==> config.mk <==
export PLATFORM = sky130hd
export DESIGN_NAME = uart_link
export DESIGN_NICKNAME = d
export VERILOG_FILES = /design/src/rtl/uart_link_pkg.sv /design/src/rtl/uart_link_fifo.sv /design/src/rtl/uart_link.sv
export SDC_FILE = /design/constraint.sdc
export NUM_CORES = 1
export LEC_CHECK = 0
export ABC_AREA = 0
export BUFFER_PORTS_ARGS = -buffer_cell sky130_fd_sc_hd__buf_2
export CAP_MARGIN = 5
export CORE_UTILIZATION = 56
export DETAILED_ROUTE_END_ITERATION = 12
export GPL_ROUTABILITY_DRIVEN = 0
export MAX_ROUTING_LAYER = met4
export PLACE_DENSITY = 0.75
export SETUP_SLACK_MARGIN = 0.1
export SKIP_LAST_GASP = 1
export SYNTH_ARGS = -nofsm -noshare
export SYNTH_HDL_FRONTEND = slang
export SYNTH_SLANG_ARGS = --single-unit
==> constraint.sdc <==
create_clock -name clk -period 7.8 [get_ports clk]
set_clock_uncertainty 0.15 [all_clocks]
set_input_delay 2.34 -clock clk [delete_from_list [all_inputs] [get_ports clk]]
set_output_delay 2.34 -clock clk [all_outputs]
set_load 0.005 [all_outputs]
==> src/rtl/uart_link_pkg.sv <==
// Shared types and helpers for the uart_link transceiver.
// Holds the FSM state encoding, the frame data width and the bit-counter sizing function.
package uart_link_pkg;

    localparam int DATA_BITS = 8;

    typedef enum logic [2:0] {
        ST_IDLE,
        ST_START,
        ST_DATA,
        ST_PARITY,
        ST_STOP
    } state_t;

    function automatic int cnt_width(input int interval);
        return $clog2(interval) + 1;
    endfunction

endpackage

==> src/rtl/uart_link_fifo.sv <==
// Byte FIFO with show-ahead head and registered not_full / not_empty flags.
// Latency: a push is visible on head one cycle later. Backpressure: a push when full or a pop when empty is ignored.
module uart_link_fifo #(
    parameter int DEPTH_LOG2 = 3
) (
    input  logic       clk,
    input  logic       rst,
    input  logic       push,
    input  logic [7:0] push_data,
    input  logic       pop,
    output logic [7:0] head,
    output logic       not_full,
    output logic       not_empty
);

    localparam int DEPTH = 1 << DEPTH_LOG2;

    logic [7:0]          mem [DEPTH];
    logic [DEPTH_LOG2:0] wr_ptr, rd_ptr, wr_next, rd_next;
    logic                do_push, do_pop;

    assign do_push = push && not_full;
    assign do_pop  = pop && not_empty;
    assign wr_next = wr_ptr + {{DEPTH_LOG2{1'b0}}, do_push};
    assign rd_next = rd_ptr + {{DEPTH_LOG2{1'b0}}, do_pop};
    assign head    = mem[rd_ptr[DEPTH_LOG2-1:0]];

    // The extra pointer MSB separates full (MSBs differ) from empty (MSBs equal).
    always_ff @(posedge clk or posedge rst) begin
        if (rst) begin
            wr_ptr    <= '0;
            rd_ptr    <= '0;
            not_full  <= 1'b1;
            not_empty <= 1'b0;
            for (int i = 0; i < DEPTH; i++) mem[i] <= 8'h00;
        end else begin
            if (do_push) mem[wr_ptr[DEPTH_LOG2-1:0]] <= push_data;
            wr_ptr    <= wr_next;
            rd_ptr    <= rd_next;
            not_empty <= (wr_next != rd_next);
            not_full  <= (wr_next[DEPTH_LOG2-1:0] != rd_next[DEPTH_LOG2-1:0]) ||
                         (wr_next[DEPTH_LOG2] == rd_next[DEPTH_LOG2]);
        end
    end

endmodule

==> src/rtl/uart_link.sv <==
// Full-duplex 8N1 UART behind TX/RX byte FIFOs; UART_PARITY_EN switches the frame to 8E1.
// Latency: send_flag to Tx falling edge is 2 clocks when idle. Backpressure: sendable/recvable gate pushes and pops.
module uart_link
    import uart_link_pkg::*;
#(
    parameter int SAMPLE_INTERVAL = 868,
    parameter int FIFO_DEPTH_LOG2 = 3
) (
    input  logic       clk,
    input  logic       rst,
    input  logic       send_flag,
    input  logic [7:0] send_data,
    input  logic       recv_flag,
    output logic [7:0] recv_data,
    output logic       sendable,
    output logic       recvable,
    output logic       Tx,
    input  logic       Rx
);

    localparam int            CW       = cnt_width(SAMPLE_INTERVAL);
    localparam logic [CW-1:0] BIT_END  = CW'(SAMPLE_INTERVAL - 1);
    localparam logic [CW-1:0] HALF_END = CW'(SAMPLE_INTERVAL / 2 - 1);
    localparam logic [CW-1:0] CNT_ONE  = CW'(1);
    localparam logic [2:0]    LAST_BIT = 3'(DATA_BITS - 1);

    logic [7:0] tx_head;
    logic       tx_not_empty, tx_pop;
    state_t     tx_state;
    logic [CW-1:0] tx_cnt;
    logic [7:0] tx_shift;
    logic [2:0] tx_bit;
`ifdef UART_PARITY_EN
    logic       tx_par;
    logic       rx_bad;
`endif

    logic       rx_s1, rx_s2;
    state_t     rx_state;
    logic [CW-1:0] rx_cnt;
    logic [7:0] rx_shift;
    logic [2:0] rx_bit;
    logic       rx_err, rx_push;

    uart_link_fifo #(.DEPTH_LOG2(FIFO_DEPTH_LOG2)) u_tx_fifo (
        .clk(clk), .rst(rst), .push(send_flag), .push_data(send_data),
        .pop(tx_pop), .head(tx_head), .not_full(sendable), .not_empty(tx_not_empty)
    );

    uart_link_fifo #(.DEPTH_LOG2(FIFO_DEPTH_LOG2)) u_rx_fifo (
        .clk(clk), .rst(rst), .push(rx_push), .push_data(rx_shift),
        .pop(recv_flag), .head(recv_data), .not_full(), .not_empty(recvable)
    );

    assign tx_pop = (tx_state == ST_IDLE) && tx_not_empty;

    always_ff @(posedge clk or posedge rst) begin
        if (rst) begin
            tx_state <= ST_IDLE;
            tx_cnt   <= '0;
            tx_shift <= '0;
            tx_bit   <= '0;
            Tx       <= 1'b1;
`ifdef UART_PARITY_EN
            tx_par   <= 1'b0;
`endif
        end else begin
            case (tx_state)
                ST_IDLE: if (tx_not_empty) begin
                    tx_state <= ST_START;
                    tx_cnt   <= '0;
                    tx_shift <= tx_head;
                    tx_bit   <= '0;
                    Tx       <= 1'b0;
`ifdef UART_PARITY_EN
                    tx_par   <= ^tx_head;
`endif
                end
                ST_START: if (tx_cnt == BIT_END) begin
                    tx_state <= ST_DATA;
                    tx_cnt   <= '0;
                    Tx       <= tx_shift[0];
                end else tx_cnt <= tx_cnt + CNT_ONE;
                ST_DATA: if (tx_cnt == BIT_END) begin
                    tx_cnt <= '0;
                    if (tx_bit == LAST_BIT) begin
`ifdef UART_PARITY_EN
                        tx_state <= ST_PARITY;
                        Tx       <= tx_par;
`else
                        tx_state <= ST_STOP;
                        Tx       <= 1'b1;
`endif
                    end else begin
                        tx_bit   <= tx_bit + 3'd1;
                        tx_shift <= tx_shift >> 1;
                        Tx       <= tx_shift[1];
                    end
                end else tx_cnt <= tx_cnt + CNT_ONE;
`ifdef UART_PARITY_EN
                ST_PARITY: if (tx_cnt == BIT_END) begin
                    tx_state <= ST_STOP;
                    tx_cnt   <= '0;
                    Tx       <= 1'b1;
                end else tx_cnt <= tx_cnt + CNT_ONE;
`endif
                ST_STOP: if (tx_cnt == BIT_END) begin
                    tx_state <= ST_IDLE;
                    tx_cnt   <= '0;
                end else tx_cnt <= tx_cnt + CNT_ONE;
                default: begin
                    tx_state <= ST_IDLE;
                    tx_cnt   <= '0;
                    Tx       <= 1'b1;
                end
            endcase
        end
    end

    always_ff @(posedge clk or posedge rst) begin
        if (rst) begin
            rx_s1 <= 1'b1;
            rx_s2 <= 1'b1;
        end else begin
            rx_s1 <= Rx;
            rx_s2 <= rx_s1;
        end
    end

    // Sampling points sit at mid-bit: half a period after the start edge, then every full period.
    always_ff @(posedge clk or posedge rst) begin
        if (rst) begin
            rx_state <= ST_IDLE;
            rx_cnt   <= '0;
            rx_shift <= '0;
            rx_bit   <= '0;
            rx_err   <= 1'b0;
            rx_push  <= 1'b0;
`ifdef UART_PARITY_EN
            rx_bad   <= 1'b0;
`endif
        end else begin
            rx_push <= 1'b0;
            case (rx_state)
                ST_IDLE: if (!rx_s2) begin
                    rx_state <= ST_START;
                    rx_cnt   <= '0;
                end
                ST_START: if (rx_cnt == HALF_END) begin
                    rx_cnt   <= '0;
                    rx_bit   <= '0;
                    rx_state <= rx_s2 ? ST_IDLE : ST_DATA;
                end else rx_cnt <= rx_cnt + CNT_ONE;
                ST_DATA: if (rx_cnt == BIT_END) begin
                    rx_cnt   <= '0;
                    rx_shift <= {rx_s2, rx_shift[7:1]};
                    if (rx_bit == LAST_BIT) begin
`ifdef UART_PARITY_EN
                        rx_state <= ST_PARITY;
`else
                        rx_state <= ST_STOP;
`endif
                    end else rx_bit <= rx_bit + 3'd1;
                end else rx_cnt <= rx_cnt + CNT_ONE;
`ifdef UART_PARITY_EN
                ST_PARITY: if (rx_cnt == BIT_END) begin
                    rx_cnt   <= '0;
                    rx_bad   <= rx_s2 ^ (^rx_shift);
                    rx_state <= ST_STOP;
                end else rx_cnt <= rx_cnt + CNT_ONE;
`endif
                ST_STOP: if (rx_err) begin
                    if (rx_s2) begin
                        rx_err   <= 1'b0;
                        rx_state <= ST_IDLE;
                        rx_cnt   <= '0;
                    end
                end else if (rx_cnt == BIT_END) begin
                    rx_cnt <= '0;
                    if (!rx_s2) rx_err <= 1'b1;
                    else begin
                        rx_state <= ST_IDLE;
`ifdef UART_PARITY_EN
                        rx_push  <= !rx_bad;
`else
                        rx_push  <= 1'b1;
`endif
                    end
                end else rx_cnt <= rx_cnt + CNT_ONE;
                default: begin
                    rx_state <= ST_IDLE;
                    rx_cnt   <= '0;
                end
            endcase
        end
    end

endmodule

# [Word-level counts from Yosys, hierarchy flattened]
# Cells that the tools add are included.
[op_classes] addsub=8 magnitude_cmp=6 eq_ne=30 n_mux=60 bitwise=5 n_reduce_logical=21
[ops] op="64-bit bitwise mux" n=2
[ops] op="11-bit two-way mux" n=7
[ops] op="8-bit two-way mux" n=9
[ops] op="3-bit two-way mux" n=18
[ops] op="8-bit binary-select mux with 3-bit select" n=2
[ops] op="8-bit demux with 3-bit select" n=2
[ops] op="11-bit case mux with 4 select lines" n=1
[ops] op="3-bit case mux with 4 select lines" n=2
[ops] op="11-bit by 1-bit adder with 11-bit output, second input constant" n=2
[ops] op="11-bit by 10-bit == test with 1-bit output, second input constant" n=2
[ops] op="11-bit case mux with 2 select lines" n=1
[ops] op="2-bit inequality test, second input constant" n=10
[ops] op="4-bit by 1-bit adder with 4-bit output" n=4
[ops] op="4-bit >= comparator, second input constant" n=4
[ops] op="3-bit inverter with 4-bit output" n=4
[ops] op="8-bit case mux with 2 select lines" n=1
[ops] op="3-bit == test, second input constant" n=4
[ops] op="3-bit case mux with 2 select lines" n=2
[ops] op="4-bit AND reduction" n=3
[ops] op="11-bit by 9-bit == test with 1-bit output, second input constant" n=1
[ops] op="1-bit two-way mux" n=11
[ops] op="5-bit AND reduction" n=2
[ops] op="4-bit by 1-bit less-than comparator with 1-bit output, second input constant" n=2
[ops] op="4-bit inequality test" n=2
[ops] op="16 further kinds" n=32
[word_totals] reg_bits=203 output_inout_bits=11 word_cells=167

# [Longest topological paths before layout]
# Gate-level depths: netlist of run 1.
[depth] word_depth=6 depth_mapped=10 depth_no_buf=9

# [Hierarchy]
# Synthesis of run 1 repeated with hierarchy kept, for this count alone.
[unflattened] cells_unflattened=705 hier_area_um2=9831.9
[by_module_without_submodules] module="uart_link_fifo (u_tx_fifo)" n_inst=1 cells_each=211 area_per_inst_um2=3454.6
[by_module_without_submodules] module="uart_link_fifo (u_rx_fifo)" n_inst=1 cells_each=206 area_per_inst_um2=3368.2
[by_module_without_submodules] module="uart_link" n_inst=1 cells_each=288 area_per_inst_um2=3009.1

# [Worst setup path before layout of run 1]
# OpenSTA, ideal clock, no wires.
[synth_timing] path_kind="flip-flop to output port" start="register u_rx_fifo.rd_ptr[0]" end="output port recv_data[0]" arrival_time_ps=1651 required_time_ps=5310 slack_ps=3659 stages_incl_launch_ff=5 path_cell_list="dfrtp_1 > buf_2 > buf_2 > mux4_2 > mux2_2"
[synth_between] elab_chain_len=4
[synth_lines] item="from (decl)" line_no="uart_link_fifo.sv:19" source="logic [DEPTH_LOG2:0] wr_ptr, rd_ptr, wr_next, rd_next;"
[synth_lines] item="from (signal assigned)" line_no="uart_link_fifo.sv:39" source="rd_ptr <= rd_next;"
[synth_lines] item="3-bit inverter with 4-bit output (implied by the code)" line_no="uart_link_fifo.sv:26" source="assign head = mem[rd_ptr[DEPTH_LOG2-1:0]];"
[synth_lines] item="8-bit binary-select mux with 3-bit select" line_no="uart_link_fifo.sv:26"
[synth_lines] item="8-bit two-way mux (implied by the code) (2 in series)" line_no="uart_link_fifo.sv:26"
[synth_lines] item="to (decl)" line_no="uart_link.sv:14" source="output logic [7:0] recv_data,"
# No other way between the ends. The select of a mux whose other input is x is not followed.

# [Final worst setup path of run 1]
[layout_timing] start="register u_rx_fifo.rd_ptr[0]" end="output port recv_data[6]"
# The elaborated chain is that of the path after synthesis.

==> impl_metrics.py, run 1 <==
metrics = {
    "outcome": {
        "status": "completed",
    },
    "worst_setup_path": {
        "critPathCaptureType": "output pin",
        "r2r-end": "tx_state[2]",
        "timing.critical_path.to": "recv_data[6]",
        "critical-path-max-stage-delay_ns": 1.03,
        "criticalPathCategory": "flip-flop to output pin",
        "crit_path_start": "u_rx_fifo.rd_ptr[0]",
        "worst_ep_arrival_time_ns": 2.56,
        "crit_path_cell_trace": "mux4_2 -> mux2_2 -> buf_2",
        "start_kind": "flip-flop",
        "timing.critical_path.required_ns": 5.31,
        "timing.rr.start": "tx_cnt[0]",
        "cp_slowest_cell": "sky130_fd_sc_hd__dfrtp_1",
        "critical_path_peak_fanout": 17,
        "reg2reg_depth": 6,
        "r2r_setup_slack_ns": 5.29,
    },
    "synthesis": {
        "nets_in_the_synthesized_netlist": 722,
        "number_of_flops_mapped_to_enable_cells_by_yosys": 0,
        "syn-mean-instance-area_sq_um": 13.6,
        "async_flop_share_pct": 100,
        "synth_top_cells_by_count": "sky130_fd_sc_hd__dfrtp_1, sky130_fd_sc_hd__mux2_2, sky130_fd_sc_hd__nor2_1",
        "post-synth-top-count-cell": "sky130_fd_sc_hd__dfrtp_1",
        "summed_instance_area_of_the_synthesized_netlist_sq_um": 9420,
        "synth.distinct_cells": 54,
        "portion_of_the_post_synthesis_area_used_by_sequential_elements_pct": 54.0,
        "synth_cells": 694,
        "post_synth_main_area_contributors": "sky130_fd_sc_hd__dfrtp_1, sky130_fd_sc_hd__mux2_2, sky130_fd_sc_hd__mux4_2",
        "ys_warn_count": 0,
        "postSynth.topFlopCell": "sky130_fd_sc_hd__dfrtp_1",
        "synth_largest_type_area_fraction_pct": 52.6,
        "synthDominantAreaCellType": "sky130_fd_sc_hd__dfrtp_1",
        "ys_ff_latch": 203,
    },
    "route": {
        "drt-total-wl_mm": 17.1,
        "drcViolationCount": 0,
        "drtIter0Drc": 350,
        "wl_per_cell_um": 18.1,
        "drt_first_pass_iters": 5,
        "avgViaCountPerCell": 5.81,
        "vias": 5495,
        "final_antenna_net_count": 0,
    },
    "sta": {
        "setup_ws_ns": 2.75,
        "setup_tns_ns": 0,
        "maxSlewViolCount": 0,
        "period_share_pct": 64.8,
        "report.final.setup_viol": 0,
        "fmax_mhz": 198,
        "final_period_minus_worst_setup_slack_ns": 5.05,
        "grt_setup_unrepaired": "no",
        "final.hold.worst_slack_ns": 0.211,
        "hold_violations": 0,
        "worst_margin_slew_ns": 1.12,
        "max-slew-margin-rel_pct": 25.2,
    },
    "clock_tree": {
        "cts_htree_levels": 1,
        "clock_tree.root_cell": "sky130_fd_sc_hd__clkbuf_16",
        "tritoncts": "yes",
        "worst_skew_pair.late_latency_ns": 0.49,
        "worst_setup_hold_path_clk_slew_ns": 0.05,
        "numCtsBuffers": 22,
        "cts_hold_repair.buffers": 0,
        "clockBufferDepth": 3,
        "postCtsSetupRepairBufs": 0,
        "clock_sink_count": 203,
        "cts_resized": 0,
    },
    "cells_and_area": {
        "area_growth_syn_to_layout_pct": 9.95,
        "num_antenna_cells": 0,
        "final_layout_size_suffix_gt1_share_pct": 33.1,
        "fin_cells": 945,
        "fillers": 1238,
        "design_area_sq_um": 10400,
        "final_nets": 739,
    },
    "die": {
        "row_count": 47,
        "floorplan.die.width_um": 132,
        "die_area_sq_um": 17300,
        "boundaryPins": 24,
        "vertical_die_dimension_um": 132,
        "coreArea_sq_um": 16500,
        "initial_utilization_pct": 57.0,
    },
    "global_routing": {
        "grt_use_total_pct": 21.8,
        "grt_antenna_before_repair": 0,
        "grt_pass1_vias": 5957,
        "grt_max_degree": 204,
        "grt_first_pass_wirelength_mm": 29.6,
        "globalRouteOverflowTotal": 0,
    },
    "pwr": {
        "power.density_cell_area_nw_per_um2": 280,
        "total_leakage_power_nw": 4.86,
        "max-vdd-ir-drop_mv": 0.203,
    },
    "placed_design": {
        "placed_cell_area_sq_um": 9680,
        "place_hpwl_mm": 10.9,
        "dp_slack_ns": 3.21,
        "buffer_ports.inserted": 23,
        "placed_cells": 907,
    },
    "job": {
        "drv.max_cap_violation_count": 0,
    },
    "min_path": {
        "timing.hold.worst.class": "flip-flop to flip-flop",
        "timing.hold.worst_path_depth": 0,
    },
}
placed cells by master, fill, tap and decap left out, drive strengths merged, types with 2 or more instances in the layout:
master	netlist	layout
a21o	5	5
a21oi	3	3
a22o	4	4
a31oi	3	3
and2	3	3
and3	7	7
and3b	3	3
and4	2	2
buf	22	25
clkbuf	10	35
clkinv	0	3
dfrtp	198	198
dfstp	5	5
ha	15	15
inv	21	20
mux2	146	146
mux2i	25	25
mux4	25	25
nand2	29	29
nand2b	9	9
nand3	15	15
nand4	9	9
nor2	33	33
nor2b	8	8
nor3	6	6
nor3b	4	4
nor4	4	4
o21ai	10	10
o221ai	9	9
o22ai	9	9
or3	6	6
or3b	2	2
xnor2	13	13
xor2	18	18
power by group:
part | switching (mW) | total (mW) | internal, mW
logic | 0.193 | 0.514 | 0.321
registers | 0.167 | 1.42 | 1.26
clock network | 0.386 | 0.964 | 0.578
per-layer routing:
layer | vias up | track usage (%) | part of all wire (%)
met4 | 0 | 6.01 | 2.1
met3 | 33 | 3.09 | 2.9
met5 | - | - | 0
met2 | 70 | 35.3 | 49
li1 | 2553 | - | -
met1 | 2839 | 29.0 | 46
per-stage QoR:
step	power, mW	util, %
3_3_place_gp	1.92	58.6
6_report	2.90	62.7
3_5_place_dp	1.96	58.6
5_1_grt	3.06	62.7
4_1_cts	2.94	62.7
2_1_floorplan	1.83	-
worst max-delay path, delay by kind of cell (launching register included):
family	cells	cell delay, ns
flip-flops	1	1.03
multiplexers	2	0.90
buffers and inverters	1	0.13
area by class of cell:
class / count / area (sq um) / area share [%]
sequential: 203 / 5090 / 49.1
multi-input combinational: 438 / 4090 / 39.5
clock buffer: 35 / 661 / 6.38
tap: 220 / 275 / 2.66
timing repair buffer: 25 / 143 / 1.38
inverter: 21 / 82.6 / 0.797
clock inverter: 3 / 18.8 / 0.181
state kept, by name (all words and copies together), names as in the netlist, 3 cells and up:
signal	cells
u_rx_fifo.mem	64
u_tx_fifo.mem	64
rx_cnt	11
tx_cnt	11
rx_shift	8
tx_shift	8
u_rx_fifo.rd_ptr	4
u_rx_fifo.wr_ptr	4
u_tx_fifo.rd_ptr	4
u_tx_fifo.wr_ptr	4
rx_bit	3
rx_state	3
tx_bit	3
tx_state	3
logic make-up after synthesis:
family                     synth area share [%]
AOI/OAI and AO/OA                          3.84
muxes                                      26.1
DFF                                        54.0
buffers and inverters                      2.58
adders and majority gates                  1.99
and+or+nand+nor                            8.65
xor gates and xnor gates                   2.88
worst min-delay path by stage:
stage / slack, ns / startpoint / end
3_5_place_dp: 0.21 / rx_s1 / rx_s2
4_1_cts: 0.21 / rx_s1 / rx_s2
5_1_grt: 0.21 / rx_s1 / rx_s2
3_3_place_gp: 0.20 / rx_s1 / rx_s2
6_report: 0.21 / rx_s1 / rx_s2
2_1_floorplan: 0.20 / rx_s1 / rx_s2
Note: power is estimated with default switching activity, not from simulation.
==> run 2: changes to the inputs <==
- clock period: 7.8 -> 4.41 ns (I/O delays scaled with it)
==> run 2 against run 1 <==
  * Flip-flop and latch count stayed put
  * Register-to-register slack worse by 3.4 ns
  * Sequential share of layout area down 0.68 points
  * Critical endpoint unchanged
  * Combinational power increased by 88%
  * Critical path type unchanged
  * Non-clock buffer count is 5 higher
  * Power is 85% higher
  * Final cell count up 0.63%
  * Die area unchanged
  * Setup slack got worse by 2.0 ns
  * Clock power grew 99%
==> impl_metrics.py, run 2 (synthesis results as in run 1) <==
metrics = {
    "die": {
        "initial_utilization_pct": 57.0,
        "row_count": 47,
        "boundaryPins": 24,
        "die_area_sq_um": 17300,
        "floorplan.die.width_um": 132,
        "coreArea_sq_um": 16500,
        "vertical_die_dimension_um": 132,
    },
    "worst_setup_path": {
        "reg2reg_depth": 6,
        "crit_path_start": "u_rx_fifo.rd_ptr[1]",
        "critical_path_peak_fanout": 18,
        "start_kind": "flip-flop",
        "timing.critical_path.required_ns": 2.94,
        "r2r-end": "tx_state[2]",
        "critPathCaptureType": "output pin",
        "r2r_setup_slack_ns": 1.85,
        "criticalPathCategory": "flip-flop to output pin",
        "timing.critical_path.to": "recv_data[6]",
        "worst_ep_arrival_time_ns": 2.23,
        "timing.rr.start": "tx_cnt[0]",
    },
    "sta": {
        "max-slew-margin-rel_pct": 25.1,
        "maxSlewViolCount": 0,
        "fmax_mhz": 270,
        "setup_ws_ns": 0.708,
        "hold_violations": 0,
        "grt_setup_unrepaired": "no",
        "report.final.setup_viol": 0,
        "final.hold.worst_slack_ns": 0.206,
        "final_period_minus_worst_setup_slack_ns": 3.70,
        "setup_tns_ns": 0,
        "period_share_pct": 83.9,
        "worst_margin_slew_ns": 1.12,
    },
    "global_routing": {
        "grt_max_degree": 74,
        "grt_first_pass_wirelength_mm": 29.6,
        "grt_use_total_pct": 21.8,
        "globalRouteOverflowTotal": 0,
        "grt_pass1_vias": 5783,
        "grt_antenna_before_repair": 0,
    },
    "min_path": {
        "timing.hold.worst.class": "flip-flop to flip-flop",
        "holdCritStartpoint": "rx_s1",
    },
    "cells_and_area": {
        "num_antenna_cells": 0,
        "fin_cells": 951,
        "final_nets": 744,
        "fillers": 1194,
        "commonest_non_fill_non_tap_cell_in_the_layout": "sky130_fd_sc_hd__dfrtp_1",
        "final_core_utilization_pct": 63.6,
        "final_layout_size_suffix_gt1_share_pct": 34.2,
        "reg.largest.list": "u_rx_fifo.mem: 64 flops, u_tx_fifo.mem: 64 flops",
        "design_area_sq_um": 10500,
        "area_growth_syn_to_layout_pct": 11.5,
        "mostFrequentLayoutCells": "sky130_fd_sc_hd__dfrtp_1, sky130_fd_sc_hd__mux2_2, sky130_fd_sc_hd__nor2_1",
    },
    "clock_tree": {
        "clock_sink_count": 203,
        "clockBufferDepth": 3,
        "cts_htree_levels": 1,
        "numCtsBuffers": 22,
        "worst_skew_pair.late_latency_ns": 0.50,
        "clock_tree.root_cell": "sky130_fd_sc_hd__clkbuf_16",
        "cts_resized": 0,
        "worst_setup_hold_path_clk_slew_ns": 0.06,
        "tritoncts": "yes",
        "postCtsSetupRepairBufs": 0,
        "cts_hold_repair.buffers": 0,
    },
    "placed_design": {
        "placed_cells": 911,
        "placed_cell_area_sq_um": 9720,
        "buffer_ports.inserted": 23,
        "place_hpwl_mm": 11.6,
        "dp_slack_ns": 1.27,
    },
    "pwr": {
        "power.density_cell_area_nw_per_um2": 510,
        "total_leakage_power_nw": 4.94,
        "max-vdd-ir-drop_mv": 0.565,
        "fin_total_pwr_mw": 5.36,
    },
    "route": {
        "vias": 5588,
        "drcViolationCount": 0,
        "final_antenna_net_count": 0,
        "drtIter0Drc": 276,
        "drt_first_pass_iters": 7,
        "wl_per_cell_um": 18.6,
        "drt-total-wl_mm": 17.7,
        "avgViaCountPerCell": 5.88,
    },
    "outcome": {
        "status": "completed",
    },
    "job": {
        "drv.max_cap_violation_count": 0,
    },
}
[run 2: cell types whose count changed in the layout (fill, tap and decap cells not counted), sizes merged]
| cell | previous run | this run |
|---|---|---|
| bufinv | 0 | 3 |
| buf | 25 | 30 |
| clkbuf | 35 | 33 |
[run 2: layer usage]
layer | GRT usage (%) | up-vias | wire length, um | part of all wire, %
met1 | 29.3 | 2905 | 8010 | 45
met3 | 3.24 | 22 | 602 | 3.4
met2 | 35.2 | 95 | 8780 | 50
met5 | - | - | 0 | 0
li1 | - | 2566 | - | -
met4 | 4.91 | 0 | 276 | 1.6
[run 2: layout make-up]
type / instances / area [sq um] / area share, %
Sequential cell: 203 / 5090 / 48.4
Multi-Input combinational cell: 438 / 4090 / 39.0
Clock buffer: 33 / 662 / 6.30
Tap cell: 220 / 275 / 2.62
Timing Repair Buffer: 30 / 190 / 1.81
Clock inverter: 6 / 116 / 1.11
Inverter: 21 / 82.6 / 0.786
[run 2: worst min path at each step]
stage / end / slack [ns] / cells past startpoint
floorplan: rx_s2 / 0.20 / 0
global placement: rx_s2 / 0.20 / 0
detailed placement: rx_s2 / 0.20 / 0
CTS: rx_s2 / 0.21 / 0
global route: rx_s2 / 0.21 / 0
finish: rx_s2 / 0.21 / 0
[run 2: where the power goes]
part           switching (mW)  internal (mW)  total (mW)
combinational           0.390          0.576       0.965
clock                   0.708           1.21        1.92
sequential              0.250           2.22        2.47
[run 2: worst max-delay path: stages, from the launching register on]
cell and delay [ns]:
sky130_fd_sc_hd__dfrtp_1 0.87, sky130_fd_sc_hd__mux4_2 0.42, sky130_fd_sc_hd__mux2_2 0.30, sky130_fd_sc_hd__buf_2 0.13
==> run 3: changes to the inputs <==
- ABC_AREA: 0 -> 1
- CORE_UTILIZATION: 56 -> 60
- PLACE_DENSITY: 0.75 -> 0.77
- clock period: 4.41 -> 3.8 ns (I/O delays scaled with it)
==> run 3 against run 2 <==
  * Critical path depth is 4 higher
  * Via count is 38% higher
  * Register-to-register slack worse by 0.35 ns
  * Combinational power is 79% higher
  * Die area is 5.9% lower
  * First-iteration DRC count grew to 2.5 times the previous value
  * Power is 27% higher
  * Synthesized area is 0.73% higher
  * Global-route usage is 5.7 points higher
  * Non-clock buffer count is 4 higher
  * Critical path type unchanged
  * Critical endpoint is now recv_data[2]
==> impl_metrics.py, run 3 <==
metrics = {
    "synthesis": {
        "postSynth.topFlopCell": "sky130_fd_sc_hd__dfrtp_1",
        "number_of_flops_mapped_to_enable_cells_by_yosys": 0,
        "ys_ff_latch": 203,
        "synth_largest_type_area_fraction_pct": 52.2,
        "post-synth-top-count-cell": "sky130_fd_sc_hd__nand2_1",
        "synth_cells": 1149,
        "portion_of_the_post_synthesis_area_used_by_sequential_elements_pct": 53.6,
        "synthDominantAreaCellType": "sky130_fd_sc_hd__dfrtp_1",
        "async_flop_share_pct": 100,
        "ys_warn_count": 0,
        "nets_in_the_synthesized_netlist": 1177,
        "syn-mean-instance-area_sq_um": 8.26,
        "post_synth_main_area_contributors": "sky130_fd_sc_hd__dfrtp_1, sky130_fd_sc_hd__nand2_1, sky130_fd_sc_hd__o21ai_0",
        "synth.distinct_cells": 37,
        "synth_top_cells_by_count": "sky130_fd_sc_hd__nand2_1, sky130_fd_sc_hd__dfrtp_1, sky130_fd_sc_hd__o21ai_0",
        "summed_instance_area_of_the_synthesized_netlist_sq_um": 9490,
    },
    "global_routing": {
        "grt_use_total_pct": 27.5,
        "grt_first_pass_wirelength_mm": 35.5,
        "grt_antenna_before_repair": 0,
        "grt_pass1_vias": 7467,
        "grt_max_degree": 40,
        "globalRouteOverflowTotal": 0,
    },
    "cells_and_area": {
        "fin_cells": 1391,
        "commonest_non_fill_non_tap_cell_in_the_layout": "sky130_fd_sc_hd__nand2_1",
        "final_layout_size_suffix_gt1_share_pct": 9.66,
        "mostFrequentLayoutCells": "sky130_fd_sc_hd__nand2_1, sky130_fd_sc_hd__dfrtp_1, sky130_fd_sc_hd__o21ai_0",
        "final_core_utilization_pct": 69.2,
        "final_nets": 1193,
        "reg.largest.list": "u_rx_fifo.mem: 64 flops, u_tx_fifo.mem: 64 flops",
        "num_antenna_cells": 0,
        "area_growth_syn_to_layout_pct": 11.7,
        "design_area_sq_um": 10600,
    },
    "clock_tree": {
        "worst_setup_hold_path_clk_slew_ns": 0.06,
        "cts_htree_levels": 1,
        "cts_resized": 0,
        "worst_skew_pair.late_latency_ns": 0.50,
        "tritoncts": "yes",
        "clock_sink_count": 203,
        "clockBufferDepth": 3,
        "cts_hold_repair.buffers": 0,
        "numCtsBuffers": 21,
        "postCtsSetupRepairBufs": 0,
        "clock_tree.root_cell": "sky130_fd_sc_hd__clkbuf_16",
    },
    "pwr": {
        "fin_total_pwr_mw": 6.81,
        "max-vdd-ir-drop_mv": 0.406,
        "total_leakage_power_nw": 5.19,
        "power.density_cell_area_nw_per_um2": 643,
    },
    "worst_setup_path": {
        "critical_path_peak_fanout": 26,
        "crit_path_start": "u_rx_fifo.rd_ptr[0]",
        "worst_ep_arrival_time_ns": 2.05,
        "start_kind": "flip-flop",
        "timing.critical_path.required_ns": 2.51,
        "criticalPathCategory": "flip-flop to output pin",
        "timing.rr.start": "u_tx_fifo.rd_ptr[0]",
        "critPathCaptureType": "output pin",
        "r2r_setup_slack_ns": 1.50,
    },
    "placed_design": {
        "placed_cells": 1353,
        "dp_slack_ns": 0.826,
        "buffer_ports.inserted": 23,
        "place_hpwl_mm": 13.2,
        "placed_cell_area_sq_um": 9850,
    },
    "min_path": {
        "holdCritStartpoint": "rx_s1",
        "timing.hold.worst.class": "flip-flop to flip-flop",
    },
    "die": {
        "floorplan.die.width_um": 128,
        "vertical_die_dimension_um": 128,
        "row_count": 45,
        "die_area_sq_um": 16300,
        "initial_utilization_pct": 62.0,
        "boundaryPins": 24,
        "coreArea_sq_um": 15300,
    },
    "sta": {
        "setup_tns_ns": 0,
        "final_period_minus_worst_setup_slack_ns": 3.34,
        "worst_margin_slew_ns": 1.01,
        "period_share_pct": 88.0,
        "hold_violations": 0,
        "max-slew-margin-rel_pct": 32.5,
        "final.hold.worst_slack_ns": 0.206,
        "setup_ws_ns": 0.455,
        "grt_setup_unrepaired": "no",
        "report.final.setup_viol": 0,
        "maxSlewViolCount": 0,
        "fmax_mhz": 299,
    },
    "job": {
        "drv.max_cap_violation_count": 0,
    },
    "route": {
        "drt-total-wl_mm": 20.3,
        "final_antenna_net_count": 0,
        "wl_per_cell_um": 14.6,
        "drtIter0Drc": 690,
        "drt_first_pass_iters": 8,
        "vias": 7735,
        "drcViolationCount": 0,
        "avgViaCountPerCell": 5.56,
    },
    "outcome": {
        "status": "completed",
    },
}
-- run 3: cell count changes after synthesis, moves of 9 or more --
cell | previous run | this run
sky130_fd_sc_hd__clkbuf_1 | 10 | 32
sky130_fd_sc_hd__inv_2 | 0 | 12
sky130_fd_sc_hd__o221ai_1 | 9 | 0
sky130_fd_sc_hd__mux2_2 | 146 | 0
sky130_fd_sc_hd__o32ai_1 | 1 | 16
sky130_fd_sc_hd__nand2_1 | 29 | 331
sky130_fd_sc_hd__nor2_2 | 0 | 9
sky130_fd_sc_hd__o21ai_0 | 9 | 180
sky130_fd_sc_hd__nand3_1 | 15 | 58
sky130_fd_sc_hd__nor2_1 | 33 | 120
sky130_fd_sc_hd__mux2i_1 | 25 | 0
sky130_fd_sc_hd__mux4_2 | 25 | 0
sky130_fd_sc_hd__inv_1 | 21 | 75
-- run 3: final timing paths --
kind                       cells after the start                 to
setup / recovery                               7       recv_data[2]
hold / removal                                 0              rx_s2
setup reg to reg                               8        tx_shift[5]
hold reg to reg                                0              rx_s2
max in group asynchronous                      3                 Tx
min in group asynchronous                      2  u_tx_fifo.mem[35]
-- run 3: cells by family after synthesis --
family                   synth area share, %
adder cells (fa/ha/maj)                 1.98
AO/OA/AOI/OAI                           12.6
buffers and inverters                   5.34
XOR/XNOR                                2.03
flip-flops                              53.6
AND/OR/NAND/NOR                         24.4
-- run 3: per-layer routing --
layer	share of wire [%]	global-route usage [%]	vias to the layer above
li1	-	-	3790
met1	47	38.0	3690
met2	46	43.4	218
met3	4.4	2.80	37
met4	2.2	8.37	0
met5	0	-	-
-- run 3: worst max-delay path: stages (launching register included) --
cell                      delay [ns]
sky130_fd_sc_hd__dfrtp_1        0.38
sky130_fd_sc_hd__inv_1          0.19
sky130_fd_sc_hd__buf_4          0.32
sky130_fd_sc_hd__nor2_1         0.08
sky130_fd_sc_hd__o32ai_1        0.27
sky130_fd_sc_hd__nand2_1        0.09
sky130_fd_sc_hd__nand2_1        0.10
sky130_fd_sc_hd__buf_2          0.12
-- run 3: layout make-up --
cell class / count / area, sq um
sequential: 203 / 5090
fill: 1239 / 4720
timing repair buffer: 34 / 260
clock inverter: 9 / 153
clock buffer: 29 / 596
multi-input combinational: 816 / 3900
inverter: 89 / 339
tap: 211 / 264
-- run 3: power breakdown --
group          total, mW  internal (mW)  switching, mW
clock network       2.21           1.37          0.840
logic               1.73          0.613           1.12
registers           2.86           2.60          0.267
